### config.mk
export PLATFORM = sky130hd
export DESIGN_NAME = audio_ram_scheduler
export DESIGN_NICKNAME = d
export VERILOG_FILES = /design/src/rtl/audio_ram_scheduler.sv
export SDC_FILE = /design/constraint.sdc
export NUM_CORES = 1
export LEC_CHECK = 0
export BUFFER_PORTS_ARGS = -buffer_cell sky130_fd_sc_hd__buf_2
export CAP_MARGIN = 40
export CELL_PAD_IN_SITES_DETAIL_PLACEMENT = 0
export CELL_PAD_IN_SITES_GLOBAL_PLACEMENT = 2
export CORE_MARGIN = 2
export CORE_UTILIZATION = 32
export CTS_CLUSTER_DIAMETER = 50
export DETAILED_ROUTE_END_ITERATION = 6
export PLACE_DENSITY_LB_ADDON = 0.1
export SLEW_MARGIN = 15
export SYNTH_ARGS = -nofsm -noshare
export SYNTH_HDL_FRONTEND = slang
export SYNTH_SLANG_ARGS = --single-unit
### constraint.sdc
create_clock -name clk -period 4.2 [get_ports clk]
set_input_delay 0.21 -clock clk [delete_from_list [all_inputs] [get_ports clk]]
set_output_delay 0.21 -clock clk [all_outputs]
set_load 0.005 [all_outputs]
### src/rtl/audio_ram_scheduler.sv
// Audio RAM scheduler: shares one DDR2 user port between record writes and playback reads.
// Latency: request to RAM strobe 2 cycles; rd_rd_data_pres to rd_valid 1 cycle; reads time out after READ_TIMEOUT cycles.
// Backpressure: ram_rdy low only holds off new grants; wr_req on a full or pending slot raises wr_overrun.
// Optional: define AUDIO_RAM_LOOP_EN for looped playback (rd_ptr wraps at max_address, play_done never set).
module audio_ram_scheduler #(
    parameter int ADDR_W       = 26,
    parameter int DATA_W       = 16,
    parameter int READ_TIMEOUT = 255
) (
    input  logic              clk,
    input  logic              reset,
    input  logic              rec_en,
    input  logic              play_en,
    input  logic              addr_clear,
    input  logic [ADDR_W-1:0] max_address,
    input  logic              wr_req,
    input  logic [DATA_W-1:0] wr_data,
    input  logic              rd_req,
    output logic [DATA_W-1:0] rd_data,
    output logic              rd_valid,
    output logic              wr_overrun,
    output logic              rd_timeout,
    output logic              rec_full,
    output logic              play_done,
    input  logic              ram_rdy,
    output logic [ADDR_W-1:0] ram_addr,
    output logic [DATA_W-1:0] ram_data_in,
    output logic              ram_write_enable,
    output logic              ram_read_request,
    output logic              ram_read_ack,
    input  logic              ram_rd_data_pres,
    input  logic [DATA_W-1:0] ram_data_out,
    output logic              busy
);

    typedef enum logic [1:0] {IDLE, WRITE, READ_REQ, READ_WAIT} state_t;

    // Timeout fires on the last of READ_TIMEOUT waiting cycles.
    localparam logic [7:0] TIMEOUT_LAST = 8'(READ_TIMEOUT - 1);

    state_t            state;
    logic              wr_pend;
    logic              rd_pend;
    logic [DATA_W-1:0] wr_lat;
    logic [ADDR_W-1:0] wr_ptr;
    logic [ADDR_W-1:0] rd_ptr;
    logic              last_grant_rd;
    logic [7:0]        wait_cnt;

    logic wr_ok;
    logic rd_ok;
    logic idle_ok;
    logic grant_wr;
    logic grant_rd;
    logic wr_fire;
    logic rd_fire;

    // A pending request that raced with the end-of-range flag is never served.
    assign wr_ok    = wr_pend & ~rec_full;
    assign rd_ok    = rd_pend & ~play_done;
    assign idle_ok  = (state == IDLE) & ram_rdy;
    // Contested grants alternate; last_grant only moves on a contested decision.
    assign grant_wr = idle_ok & wr_ok & (~rd_ok | last_grant_rd);
    assign grant_rd = idle_ok & rd_ok & ~grant_wr;
    assign wr_fire  = wr_req & rec_en;
    assign rd_fire  = rd_req & play_en & ~play_done & ~rd_pend;
    assign busy     = (state != IDLE);

    // Scheduler FSM, request capture, pointer bookkeeping and registered RAM strobes.
    always_ff @(posedge clk or posedge reset) begin
        if (reset) begin
            state            <= IDLE;
            wr_pend          <= 1'b0;
            rd_pend          <= 1'b0;
            wr_lat           <= '0;
            wr_ptr           <= '0;
            rd_ptr           <= '0;
            last_grant_rd    <= 1'b1;
            wait_cnt         <= '0;
            rd_data          <= '0;
            rd_valid         <= 1'b0;
            wr_overrun       <= 1'b0;
            rd_timeout       <= 1'b0;
            rec_full         <= 1'b0;
            play_done        <= 1'b0;
            ram_addr         <= '0;
            ram_data_in      <= '0;
            ram_write_enable <= 1'b0;
            ram_read_request <= 1'b0;
            ram_read_ack     <= 1'b0;
        end else begin
            ram_write_enable <= 1'b0;
            ram_read_request <= 1'b0;
            ram_read_ack     <= 1'b0;
            rd_valid         <= 1'b0;
            wr_overrun       <= 1'b0;
            rd_timeout       <= 1'b0;

            case (state)
                IDLE: begin
                    if (wr_pend && rec_full) wr_pend <= 1'b0;
                    if (rd_pend && play_done) rd_pend <= 1'b0;
                    if (grant_wr) begin
                        // Bookkeeping happens at grant so a same-cycle wr_req can queue behind it.
                        state            <= WRITE;
                        ram_write_enable <= 1'b1;
                        ram_addr         <= wr_ptr;
                        ram_data_in      <= wr_lat;
                        wr_pend          <= 1'b0;
                        if (wr_ptr == max_address) rec_full <= 1'b1;
                        else                       wr_ptr   <= wr_ptr + ADDR_W'(1);
                    end else if (grant_rd) begin
                        state            <= READ_REQ;
                        ram_read_request <= 1'b1;
                        ram_addr         <= rd_ptr;
                        rd_pend          <= 1'b0;
                    end
                    if (wr_ok && rd_ok && ram_rdy) last_grant_rd <= grant_rd;
                end
                WRITE: state <= IDLE;
                READ_REQ: begin
                    state    <= READ_WAIT;
                    wait_cnt <= '0;
                end
                READ_WAIT: begin
                    if (ram_rd_data_pres) begin
                        rd_data      <= ram_data_out;
                        rd_valid     <= 1'b1;
                        ram_read_ack <= 1'b1;
                        state        <= IDLE;
                        if (rd_ptr == max_address) begin
`ifdef AUDIO_RAM_LOOP_EN
                            rd_ptr <= '0;
`else
                            play_done <= 1'b1;
`endif
                        end else begin
                            rd_ptr <= rd_ptr + ADDR_W'(1);
                        end
                    end else if (wait_cnt == TIMEOUT_LAST) begin
                        // Give the codec a silent sample and leave the pointer for a retry.
                        rd_data    <= '0;
                        rd_valid   <= 1'b1;
                        rd_timeout <= 1'b1;
                        state      <= IDLE;
                    end else begin
                        wait_cnt <= wait_cnt + 8'd1;
                    end
                end
                default: state <= IDLE;
            endcase

            // Capture after the grant so a new request survives the grant clearing its flag.
            if (wr_fire) begin
                if (rec_full) begin
                    wr_overrun <= 1'b1;
                end else begin
                    wr_lat  <= wr_data;
                    wr_pend <= 1'b1;
                    if (wr_pend && !grant_wr) wr_overrun <= 1'b1;
                end
            end
            if (rd_fire) rd_pend <= 1'b1;

            // Clear overrides any pointer step taken in the same cycle.
            if (addr_clear) begin
                wr_ptr    <= '0;
                rd_ptr    <= '0;
                rec_full  <= 1'b0;
                play_done <= 1'b0;
            end
        end
    end

endmodule

; Word level (Yosys, flattened, before mapping)
; Index checks and enable logic that the tools add are counted.
[totals]
regBits = 147
latch_bits = 0
ramBits = 0
mem_bits_ro = 0
inputBits = 67
output_inout_bits = 67
wordCells = 133
memories = 0
[classes]
add_sub_neg = 3
n_mul = 0
n_div = 0
magnitude_cmp = 0
eq_ne = 12
n_shift = 0
mux = 53
bitwise = 17
reduce_logical = 29
[ops]
columns = cell, count
row1 = $mux W26, 10
row2 = $add A26 B1 Y26 const B, 2
row3 = $eq A26 B26 Y1, 2
row4 = $mux W1, 33
row5 = $mux W16, 2
row6 = $reduce_bool A2 Y1, 11
row7 = $mux W8, 2
row8 = $pmux W8 S2, 1
row9 = $reduce_and A3 Y1, 5
row10 = $reduce_and A2 Y1, 6
row11 = $and A1 B1 Y1, 11
row12 = $add A8 B1 Y8 const B, 1
row13 = $eq A8 B8 Y1 const B, 1
row14 = $mux W2, 4
row15 = $ne A2 B2 Y1 const B, 4
row16 = $pmux W2 S4, 1
row17 = $ne A3 B3 Y1 const B, 2
row18 = $logic_and A1 B1 Y1, 5
row19 = $not A1 Y1, 5
row20 = $eq A2 B2 Y1 const B, 2
row21 = $eq A2 B1 Y1 const B, 1
row22 = $logic_not A2 Y1, 1
row23 = $logic_not A1 Y1, 1
row24 = $or A1 B1 Y1, 1

; Logic depth before layout (Yosys ltp)
; Gate-level depths: netlist (run 1).
[logic_depth]
word_depth = 11
ltp_mapped = 9
depth_no_buf = 7

; Least setup slack after synthesis (run 1)
; OpenSTA, ideal clock, no wires.
[synth_path]
path_type = register -> register
start = register rd_ptr[7]
end = register rd_ptr[18]
setup_time_ps = 125
arrival_time_ps = 1890
required_time_ps = 4075
setup_slack_ps = 2185
path_stages_with_launch = 9
n_path_buf = 2
period_less_slack_ps = 2015
cell_sequence = dfrtp_1 buf_6 xor2_1 nor4_2 nand4_1 nor4_4 buf_6 nor4_2 mux2_4
[synth_via]
elab_chain_len = 5
word_cells_on_any_way = 8
classes_between = add/sub: 1 / eq/ne: 2 / mux: 4 / reduce/logical: 1
[synth_lines]
columns = item, line
row1 = "start, declared", 46  ; logic [ADDR_W-1:0] rd_ptr;
row2 = "start signal, assigned", 138  ; rd_ptr <= rd_ptr + ADDR_W'(1);
row3 = $add A26 B1 Y26, 138
row4 = $mux W26, 131  ; if (rd_ptr == max_address) begin
row5 = $mux W26, 126  ; if (ram_rd_data_pres) begin
row6 = $mux W26, 99  ; case (state)
row7 = $mux W26, 166  ; if (addr_clear) begin
; Several ways; a longest one is shown, not always the timed one. The select of a mux whose other input is x is not followed.
; A chain may end at the register's enable or synchronous reset.

; Worst setup path in the final report (run 1)
[layout_path]
start = register state[1]
end = register rd_ptr[25]
[layout_via]
elab_chain_len = 3
[layout_lines]
columns = item, line
row1 = "start, declared", 41  ; state_t state;
row2 = "start signal, assigned", 72  ; state <= IDLE;
row3 = "start signal, assigned", 105  ; state <= WRITE;
row4 = "start signal, assigned", 113  ; state <= READ_REQ;
row5 = $eq A2 B2 Y1, 99
row6 = $reduce_bool A2 Y1 (no line), -
row7 = $reduce_and A3 Y1 (no line), -
; No other way between the ends.

==> results.cfg, run 1 <==
[global_route]
grt_max_degree = 79
grt_pass1_vias = 6244
grt_overflow_total = 0
antenna_found_initial = 1
grt_pass1_wl_mm = 35.8
grt_usage_pct = 19.0

[worst_setup_path]
reg2regPathDepth = 7
path_cells = nand3_1 -> inv_1 -> nand3_1 -> buf_4 -> nor4_1 -> and4b_1 -> mux2_4
worstPathArrival_ns = 3.14
crit_path_start_kind = flip-flop
r2r_end = rd_ptr[25]
worstSetupPathType = reg -> reg
reg2reg_slack_ns = 1.37
critPathMaxFanout = 21
r2r_start = state[1]
max_stage_delay_ns = 0.61
end_kind = flip-flop
cpMaxStageDelayCell = dfrtp_1
cp.required_ns = 4.51
crit_top_cell = nand3_1

[worst_hold_path]
hp-start = ram_data_out[6]
hold_depth = 2
hold_path_class = in -> reg
holdPathEnd = rd_data[6]

[yosys]
yosysSeqAreaShare_pct = 48.2
yosys_warnings = 0
synth_edf_count = 0
synth_nets = 826
synthFlopType = dfrtp_1
synth_area_leader_cell = dfrtp_1
synth.avg_cell_area_sq_um = 10.1
syn_area_sq_mm = 0.00763
synthArstFlopShare_pct = 100
netlist_top_cells_area = dfrtp_1, nand2_1, xnor2_1
yosysUniqueCellTypes = 59
ys_seq_elements = 147
synth_common_cells = dfrtp_1, nand2_1, nor2_1
synth_top_area_share_pct = 47.9
synthCells = 755
synth.most_common_cell = dfrtp_1

[finish]
multi_input_area_sq_mm = 0.00363
layout-drive-gt1-share_pct = 26.2
regArea_sq_mm = 0.00368
finalNetCount = 961
n_fill_cell = 2360
antenna_cells = 0
area_delta_synth_final_pct = 23.0

[outcome]
status = finished, final reports clean

[power_and_ir_drop]
p_total_uw = 4360
power_density_mw_per_mm2 = 465
p_seq_share_pct = 41.8
ir_worst_vdd_mv = 0.227
leakage_uw = 0.00430
switchingPower_uw = 1370
combPwrFrac_pct = 20.0
p_int_uw = 2990
swShare_pct = 31.5
pwr-share-clk_pct = 38.3

[clock_tree]
clkSinkCount = 147
cts_tree = yes
cts-root-buf = clkbuf_16
clk_path_buf_depth = 2
cts_resized = 0
path_clk_slew_ns = 0.07
clk_latency_ns = 0.43
cts_buffers = 17
cts-htree-levels = 4

[die]
die_w_microns = 158
start_util_pct = 32.5
core-area_sq_mm = 0.0235
dieHeight_microns = 158
die-area_sq_mm = 0.0251
rows = 56
pin_count = 134

[sta]
slew_viol_final = 0
worst_pin_slew_ns = 0.762
period_share_pct = 67.3
finalSetupTns_ns = 0
fmax_mhz = 354
rsz0062_at_grt = false
finClkSkew_ns = 0.00938
final-hold-violation-count = 0
max_slew_margin_pct = 49.2
layout_min_cycle_time_ns = 2.83
setup_viol = 0

[placed_design]
place_congestion = 0.801
post-dp-hpwl_mm = 16.1
portBuffers = 133

[drt]
vias_per_cell = 5.00
wirelength_mm = 22.8
drc = 0
drt_iter0_markers = 234
ant_nets = 0
wire_per_inst_microns = 18.7
drt_first_pass_iters = 4
dr_total_vias = 6107

[flow_run]
drv_cap = 0
==> metal layers <==
layer | share of wire, % | track usage (%) | wire (microns)
met1 | 46 | 24.7 | 10400
met2 | 49 | 31.7 | 11100
met3 | 4.9 | 4.79 | 1120
met4 | 0.91 | 4.29 | 208
met5 | 0 | 0 | 0
==> registers in the layout (all words and copies together) (netlist names) <==
register / count
play_done: 1
ram_write_enable: 1
rd_timeout: 1
wr_ptr: 26
ram_read_ack: 1
ram_data_in: 16
rec_full: 1
rd_data: 16
wait_cnt: 8
last_grant_rd: 1
ram_read_request: 1
wr_lat: 16
rd_valid: 1
ram_addr: 26
wr_pend: 1
wr_overrun: 1
rd_ptr: 26
state: 2
rd_pend: 1
==> through the flow <==
stage	cell area, sq um	worst slack, ns	hold slack, ns	utilization, %	std cells
after global placement	8520	1.42	0.405	36.3	1167
after floorplan	7630	0.0403	0.281	-	755
after global routing	9390	1.06	0.0000338	40.0	1222
after CTS	9390	1.36	0.00151	40.0	1222
after detailed placement	8530	1.39	0.419	36.4	1168
final	9390	1.37	0.0163	40.0	1222
==> how the worst max path moves through the flow <==
stage                     startpoint    endpoint
final                       state[1]  rd_ptr[25]
after global routing        state[1]  rd_ptr[25]
after CTS                   state[1]  rd_ptr[25]
after detailed placement    state[1]  rd_ptr[25]
after global placement      state[1]  rd_ptr[25]
after floorplan                reset   play_done
==> layout make-up <==
cell class,instances,share of cell area [%]
sequential,147,39.2
multi-input combinational,539,38.6
timing repair buffer,165,10.3
clock buffer,17,4.53
tap,319,4.25
clock inverter,15,2.23
inverter,20,0.853
==> logic make-up (layout without fill, tap and decap cells) <==
kind of cell / count (synthesis) / in the layout / synth area share (%)
AOI/OAI and AO/OA: 123 / 123 / 9.86
xor gates and xnor gates: 60 / 60 / 6.89
adders and majority gates: 4 / 4 / 0.656
buffers and inverters: 69 / 217 / 4.25
DFF: 147 / 147 / 48.2
muxes: 60 / 60 / 9.25
and+or+nand+nor: 292 / 292 / 20.9
==> worst max-delay path, delay by kind of cell, from the launching register on <==
kind / cells / cell delay, ns
buffers and inverters: 2 / 0.73
flip-flops: 1 / 0.61
multiplexers: 1 / 0.30
AND/OR/NAND/NOR: 4 / 1.07
==> cells in the final DEF, fill, tap and decap left out, drive strengths merged, types with 3 or more instances in the layout <==
cell type    synthesis  layout
or2                  4       4
nand2              105     105
a21oi               35      35
nand3               18      18
buf                 24     143
ha                   4       4
a22o                17      17
inv                 20      29
clkinv               0       3
or3                 14      14
o31ai               13      13
nor2b               17      17
nor4b                3       3
clkbuf              25      17
bufinv               0       3
mux2i               24      24
mux2                36      36
dlygate4sd3          0      22
dfrtp              146     146
nand4               26      26
and4                 6       6
nor2                51      51
nor3                 8       8
xor2                19      19
o21ai               48      48
xnor2               41      41
nor4                18      18
or4                 14      14
==> power by group through the flow <==
stage	sequential (uW)	combinational, uW	clock, uW
floorplan	1800	532	0
global route	1850	985	1770
CTS	1820	890	1700
finish	1820	871	1670
global placement	1840	846	0
detailed placement	1840	874	0
==> timing repair <==
| item | in CTS | in global routing |
|---|---|---|
| hold buffers | 22 | 0 |
| setup buffers | 0 | 0 |
| hold endpoints to repair | 96 | 0 |
Note: power is estimated with default switching activity, not from simulation.
==> run 2, diff against run 1 <==
--- a/config.mk
+++ b/config.mk
@@ -5,6 +5,7 @@
 export SDC_FILE = /design/constraint.sdc
 export NUM_CORES = 1
 export LEC_CHECK = 0
+export ABC_AREA = 1
 export BUFFER_PORTS_ARGS = -buffer_cell sky130_fd_sc_hd__buf_2
 export CAP_MARGIN = 40
 export CELL_PAD_IN_SITES_DETAIL_PLACEMENT = 0
==> constraint.sdc (replaced) <==
create_clock -name clk -period 2.8 [get_ports clk]
set_input_delay 0.14 -clock clk [delete_from_list [all_inputs] [get_ports clk]]
set_output_delay 0.14 -clock clk [all_outputs]
set_load 0.005 [all_outputs]
==> run 2 against run 1 <==
Against the previous run:
- clock skew up 0.00052 ns
- combinational power rose to 2.5 times the previous value
- area after synthesis increased by 11%
- sequential share of layout area shrank 4.0 points
- sequential power rose by 66%
- clock power increased by 48%
- routed wire length increased by 33%
- synthesized cell count increased by 54%
- first-iteration DRC count rose by 85%
- non-clock buffer count grew 31
- largest cell class is now multi-input combinational cells
- largest power group unchanged
- highest routed layer unchanged
==> results.cfg, run 2 <==
[clock_tree]
cts_hold_buffers = 36
path_clk_slew_ns = 0.07
cts-root-buf = clkbuf_16
clk_path_buf_depth = 2
clkSinkCount = 147
clk_latency_ns = 0.43
cts-htree-levels = 4
cts_buffers = 17
cts_resized = 0
cts_tree = yes
postCtsSetupRepairBufs = 0

[outcome]
status = finished, final reports clean

[worst_setup_path]
path_cells = inv_1 -> nand2_1 -> nand2_1 -> nand2_1 -> nor2_1 -> nand2_1 -> nor2_2 -> nand3_4 -> nand3_4 -> nand2_1 -> nand2_1
end_kind = flip-flop
crit_top_cell = nand2_1
critPathMaxFanout = 25
r2r_start = rd_ptr[0]
cpMaxStageDelayCell = dfrtp_1
r2r_end = rd_ptr[5]
reg2reg_slack_ns = 0.52
max_stage_delay_ns = 0.48
crit_cells = 11
startpoint = rd_ptr[0]
cp.required_ns = 3.17
critPathBufInv = 1
crit_path_start_kind = flip-flop
worstSetupPathType = reg -> reg
worstPathArrival_ns = 2.65
critPathCapture = rd_ptr[5]
reg2regPathDepth = 11
critPathTopFamily = simple AND/OR/NAND/NOR gates

[flow_run]
drv_cap = 0

[global_route]
grt_overflow_total = 0
grt_pass1_vias = 8162
grt_pass1_wl_mm = 48.1
antenna_found_initial = 0
grt_usage_pct = 22.3
grt_max_degree = 68

[placed_design]
post_dp_cell_area_sq_mm = 0.00948
portBuffers = 133
place_congestion = 0.830
post-dp-hpwl_mm = 22.0

[die]
dieHeight_microns = 167
die_w_microns = 167
rows = 59
die-area_sq_mm = 0.0278
start_util_pct = 32.5
core-area_sq_mm = 0.0261
pin_count = 134

[finish]
multi_input_area_sq_mm = 0.00421
regArea_sq_mm = 0.00368
final_common_cell = nand2_1
reg.largest.list = ram_addr: 26 flops, rd_ptr: 26 flops, wr_ptr: 26 flops
layout-drive-gt1-share_pct = 17.2
antenna_cells = 0
finalNetCount = 1393
final_cell_mix = nand2_1, nor2_1, dfrtp_1, buf_2, inv_1
n_fill_cell = 2804
area_delta_synth_final_pct = 23.3
design_area_sq_mm = 0.0105

[power_and_ir_drop]
leakage_uw = 0.00504
power_density_mw_per_mm2 = 737
p_seq_share_pct = 39.3
swShare_pct = 36.3
ir_worst_vdd_mv = 0.480
p_int_uw = 4900
pwr-share-clk_pct = 32.1
switchingPower_uw = 2800
combPwrFrac_pct = 28.6

[sta]
layout_min_cycle_time_ns = 2.28
period_share_pct = 81.5
fmax_mhz = 438
setup_viol = 0
finalSetupTns_ns = 0
final-hold-violation-count = 0
slew_viol_final = 0
max_slew_margin_pct = 54.0
rsz0062_at_grt = false
finClkSkew_ns = 0.00990
worst_pin_slew_ns = 0.689

[drt]
wirelength_mm = 30.4
drt_iter0_markers = 434
dr_total_vias = 8025
ant_nets = 0
drt_first_pass_iters = 5
wire_per_inst_microns = 18.2
drc = 0
vias_per_cell = 4.81

[yosys]
netlist_top_cells_area = dfrtp_1, nand2_1, nor2_1
syn_area_sq_mm = 0.00848
ys_seq_elements = 147
synthArstFlopShare_pct = 100
synth_area_leader_cell = dfrtp_1
synth_nets = 1237
synth_common_cells = nand2_1, nor2_1, dfrtp_1
synth_edf_count = 0
synth_top_area_share_pct = 43.1
yosys_warnings = 0
synthFlopType = dfrtp_1
synth.most_common_cell = nand2_1
yosysSeqAreaShare_pct = 43.4
synthCells = 1166
yosysUniqueCellTypes = 35
synth.avg_cell_area_sq_um = 7.27

[worst_hold_path]
hold_depth = 3
hold_path_class = in -> reg
run 2: changes by cell type after synthesis, sizes merged, moves of 18 or more:
cell	previous run	this run
nand2	105	447
nor2	51	169
inv	20	76
nand4	26	55
nand3	18	46
mux2i	24	0
o22ai	0	22
mux2	36	15
o21ai	48	28
nor4	18	0
xnor2	41	23
run 2: worst min path at each step:
| stage | endpoint | slack [ns] | from |
|---|---|---|---|
| floorplan | rd_timeout | 0.21 | ram_rd_data_pres |
| global placement | rd_ptr[24] | 0.16 | reset |
| detailed placement | rd_ptr[24] | 0.17 | reset |
| CTS | rd_pend | 0.02 | rd_req |
| global route | rd_pend | 0.05 | rd_req |
| finish | rd_pend | 0.04 | rd_req |
run 2: tightest hold or removal path, stage by stage:
cell and delay (ns):
buf_2 0.09, nand3_1 0.08, o221ai_1 0.10
run 2: metrics by stage:
step | util, % | total power [uW] | cells | hold WS [ns] | setup slack (ns)
5_1_grt | 40.1 | 8210 | 1669 | 0.0478 | 0.329
4_1_cts | 40.1 | 7820 | 1669 | 0.0230 | 0.498
3_5_place_dp | 36.4 | 5260 | 1602 | 0.171 | 0.526
3_3_place_gp | 36.4 | 5260 | 1602 | 0.163 | 0.558
6_report | 40.1 | 7700 | 1669 | 0.0387 | 0.518
2_1_floorplan | - | 4280 | 1166 | 0.213 | 0.814
run 2: layer usage:
metal / global-route usage [%] / share of wire (%)
met4: 5.85 / 1.7
met1: 31.4 / 48
met3: 3.92 / 4.1
met2: 35.5 / 46
met5: 0 / 0
run 2: layout make-up:
class,count,area share (%)
flip-flops and latches,147,35.2
inverters,77,2.80
well taps,335,4.01
clock buffers,17,4.07
repair buffers,196,11.9
clock inverters,14,1.77
multi-input cells,883,40.3
run 2: power groups by stage:
stage | clock (uW) | sequential (uW) | combinational [uW]
floorplan | 0 | 3000 | 1280
global placement | 0 | 3060 | 2200
detailed placement | 0 | 3060 | 2200
CTS | 2550 | 3030 | 2240
global route | 2610 | 3100 | 2500
finish | 2470 | 3030 | 2200
run 2: cells by family after synthesis:
logic type | synth area share, %
AO/OA/AOI/OAI | 5.55
AND/OR/NAND/NOR | 35.6
adder cells (fa/ha/maj) | 0.590
multiplexers | 1.99
buffers and inverters | 6.98
XOR/XNOR | 5.89
flip-flops | 43.4
==> run 3, diff against run 2 <==
==> constraint.sdc (replaced) <==
create_clock -name clk -period 2.2 [get_ports clk]
set_input_delay 0.11 -clock clk [delete_from_list [all_inputs] [get_ports clk]]
set_output_delay 0.11 -clock clk [all_outputs]
set_load 0.005 [all_outputs]
==> run 3 against run 2 <==
Against the previous run:
- worst hold slack lost 0.00055 ns
- global-route usage decreased by 0.41 points
- sequential share of layout area shrank 0.58 points
- final area grew 1.7%
- non-clock buffer count up 14
- combinational power increased by 30%
- routed wire length decreased by 0.73%
- fmax increased by 12%
- die area stayed put
- critical path type unchanged
- largest power group unchanged
==> results.cfg, run 3 (synthesis results as in run 2) <==
[outcome]
status = finished, final reports clean

[flow_run]
drv_cap = 0

[finish]
layout-drive-gt1-share_pct = 18.2
final_cell_mix = nand2_1, nor2_1, dfrtp_1, buf_2, inv_1
area_delta_synth_final_pct = 25.3
multi_input_area_sq_mm = 0.00422
finalNetCount = 1408
utilization_pct = 40.8
final_common_cell = nand2_1
n_fill_cell = 2814
regArea_sq_mm = 0.00368
design_area_sq_mm = 0.0106
reg.largest.list = ram_addr: 26 flops, rd_ptr: 26 flops, wr_ptr: 26 flops
antenna_cells = 0

[power_and_ir_drop]
leakage_uw = 0.00514
ir_worst_vdd_mv = 0.472
power_density_mw_per_mm2 = 929

[sta]
hold_ws_ns = 0.0381
slew_viol_final = 0
final-hold-violation-count = 0
rsz0062_at_grt = false
setup_viol = 0
period_share_pct = 92.3
finClkSkew_ns = 0.0116
finalSetupTns_ns = 0
fmax_mhz = 492
worst_pin_slew_ns = 0.678
max_slew_margin_pct = 54.8
layout_min_cycle_time_ns = 2.03

[worst_hold_path]
hold_depth = 3
hold_path_class = in -> reg

[drt]
drt_first_pass_iters = 5
wire_per_inst_microns = 17.9
wirelength_mm = 30.2
vias_per_cell = 4.86
dr_total_vias = 8187
ant_nets = 0
drt_iter0_markers = 552
drc = 0

[worst_setup_path]
reg2regPathDepth = 8
critPathMaxFanout = 7
worstPathArrival_ns = 2.40
cp.required_ns = 2.57
end_kind = flip-flop
crit_path_start_kind = flip-flop
worstSetupPathType = reg -> reg

[die]
core-area_sq_mm = 0.0261
start_util_pct = 32.5
pin_count = 134
dieHeight_microns = 167
die-area_sq_mm = 0.0278
rows = 59
die_w_microns = 167

[clock_tree]
cts-htree-levels = 4
clk_path_buf_depth = 2
cts-root-buf = clkbuf_16
postCtsSetupRepairBufs = 0
path_clk_slew_ns = 0.07
cts_buffers = 17
cts_tree = yes
clkSinkCount = 147
clk_latency_ns = 0.43

[placed_design]
portBuffers = 133
post_dp_cell_area_sq_mm = 0.00962
place_congestion = 0.839
post-dp-hpwl_mm = 21.9

[global_route]
grt_overflow_total = 0
grt_pass1_wl_mm = 47.3
antenna_found_initial = 1
grt_max_degree = 53
grt_usage_pct = 21.9
grt_pass1_vias = 7878
==> run 3: changes by cell type in the layout (fill, tap and decap cells not counted), sizes merged <==
| cell | change |
|---|---|
| clkbuf | +1 |
| clkinv | +3 |
| clkinvlp | +1 |
| inv | -4 |
| nand3 | +1 |
| buf | +13 |
| dlygate4sd3 | +1 |
==> run 3: layer usage <==
metal / up-vias / GRT usage (%) / routed length (microns)
met5: - / 0 / 7
met4: 2 / 5.81 / 557
met3: 34 / 4.23 / 1550
met2: 226 / 34.0 / 13600
met1: 3873 / 31.3 / 14500
li1: 4052 / - / -
==> run 3: worst max-delay path, cell delays in order, from the launching register on <==
cell and delay [ns]:
dfrtp_1 0.51, ha_1 0.34, nand3_1 0.19, nor2_1 0.35, nand3_1 0.15, xor2_1 0.17
nor2_1 0.08, nand4_1 0.09, nand2_1 0.08
==> run 3: final cells by class <==
cell class              instances  share of cell area [%]
multi-input cells             884                    39.7
clock inverters                14                    1.78
clock buffers                  18                    4.13
inverters                      77                    2.75
well taps                     335                    3.94
flip-flops and latches        147                    34.6
repair buffers                210                    13.0
==> run 3: through the flow <==
stage	worst slack, ns	power (uW)	std cells
final	0.168	9870	1685
after global routing	0.000751	10500	1685
after CTS	0.0810	9990	1684
after detailed placement	0.0781	6750	1615
after global placement	0.0637	6730	1615
after floorplan	0.244	5440	1166
==> run 3: worst paths after layout <==
path / from / endpoint / slack [ns]
worst max-delay path: rd_ptr[0] / rd_ptr[14] / 0.17
worst min-delay path: play_en / rd_pend / 0.04
worst max register to register: rd_ptr[0] / rd_ptr[14] / 0.17
worst min register to register: wr_lat[12] / ram_data_in[12] / 0.46
max in group asynchronous: reset / last_grant_rd / 1.21
min in group asynchronous: reset / rd_valid / 0.31
==> run 3: repair_timing <==
item                                   CTS  global route
endpoints found under the hold margin   56             0
resized for setup                        0             1
setup endpoints to repair                0             4
hold buffers                            37             0
==> run 3: report_power, final <==
group / leakage, uW / total [uW] / switching (uW) / internal [uW]
clock network: 0.000305 / 3150 / 1380 / 1770
logic: 0.00294 / 2850 / 1700 / 1150
registers: 0.00190 / 3880 / 486 / 3390
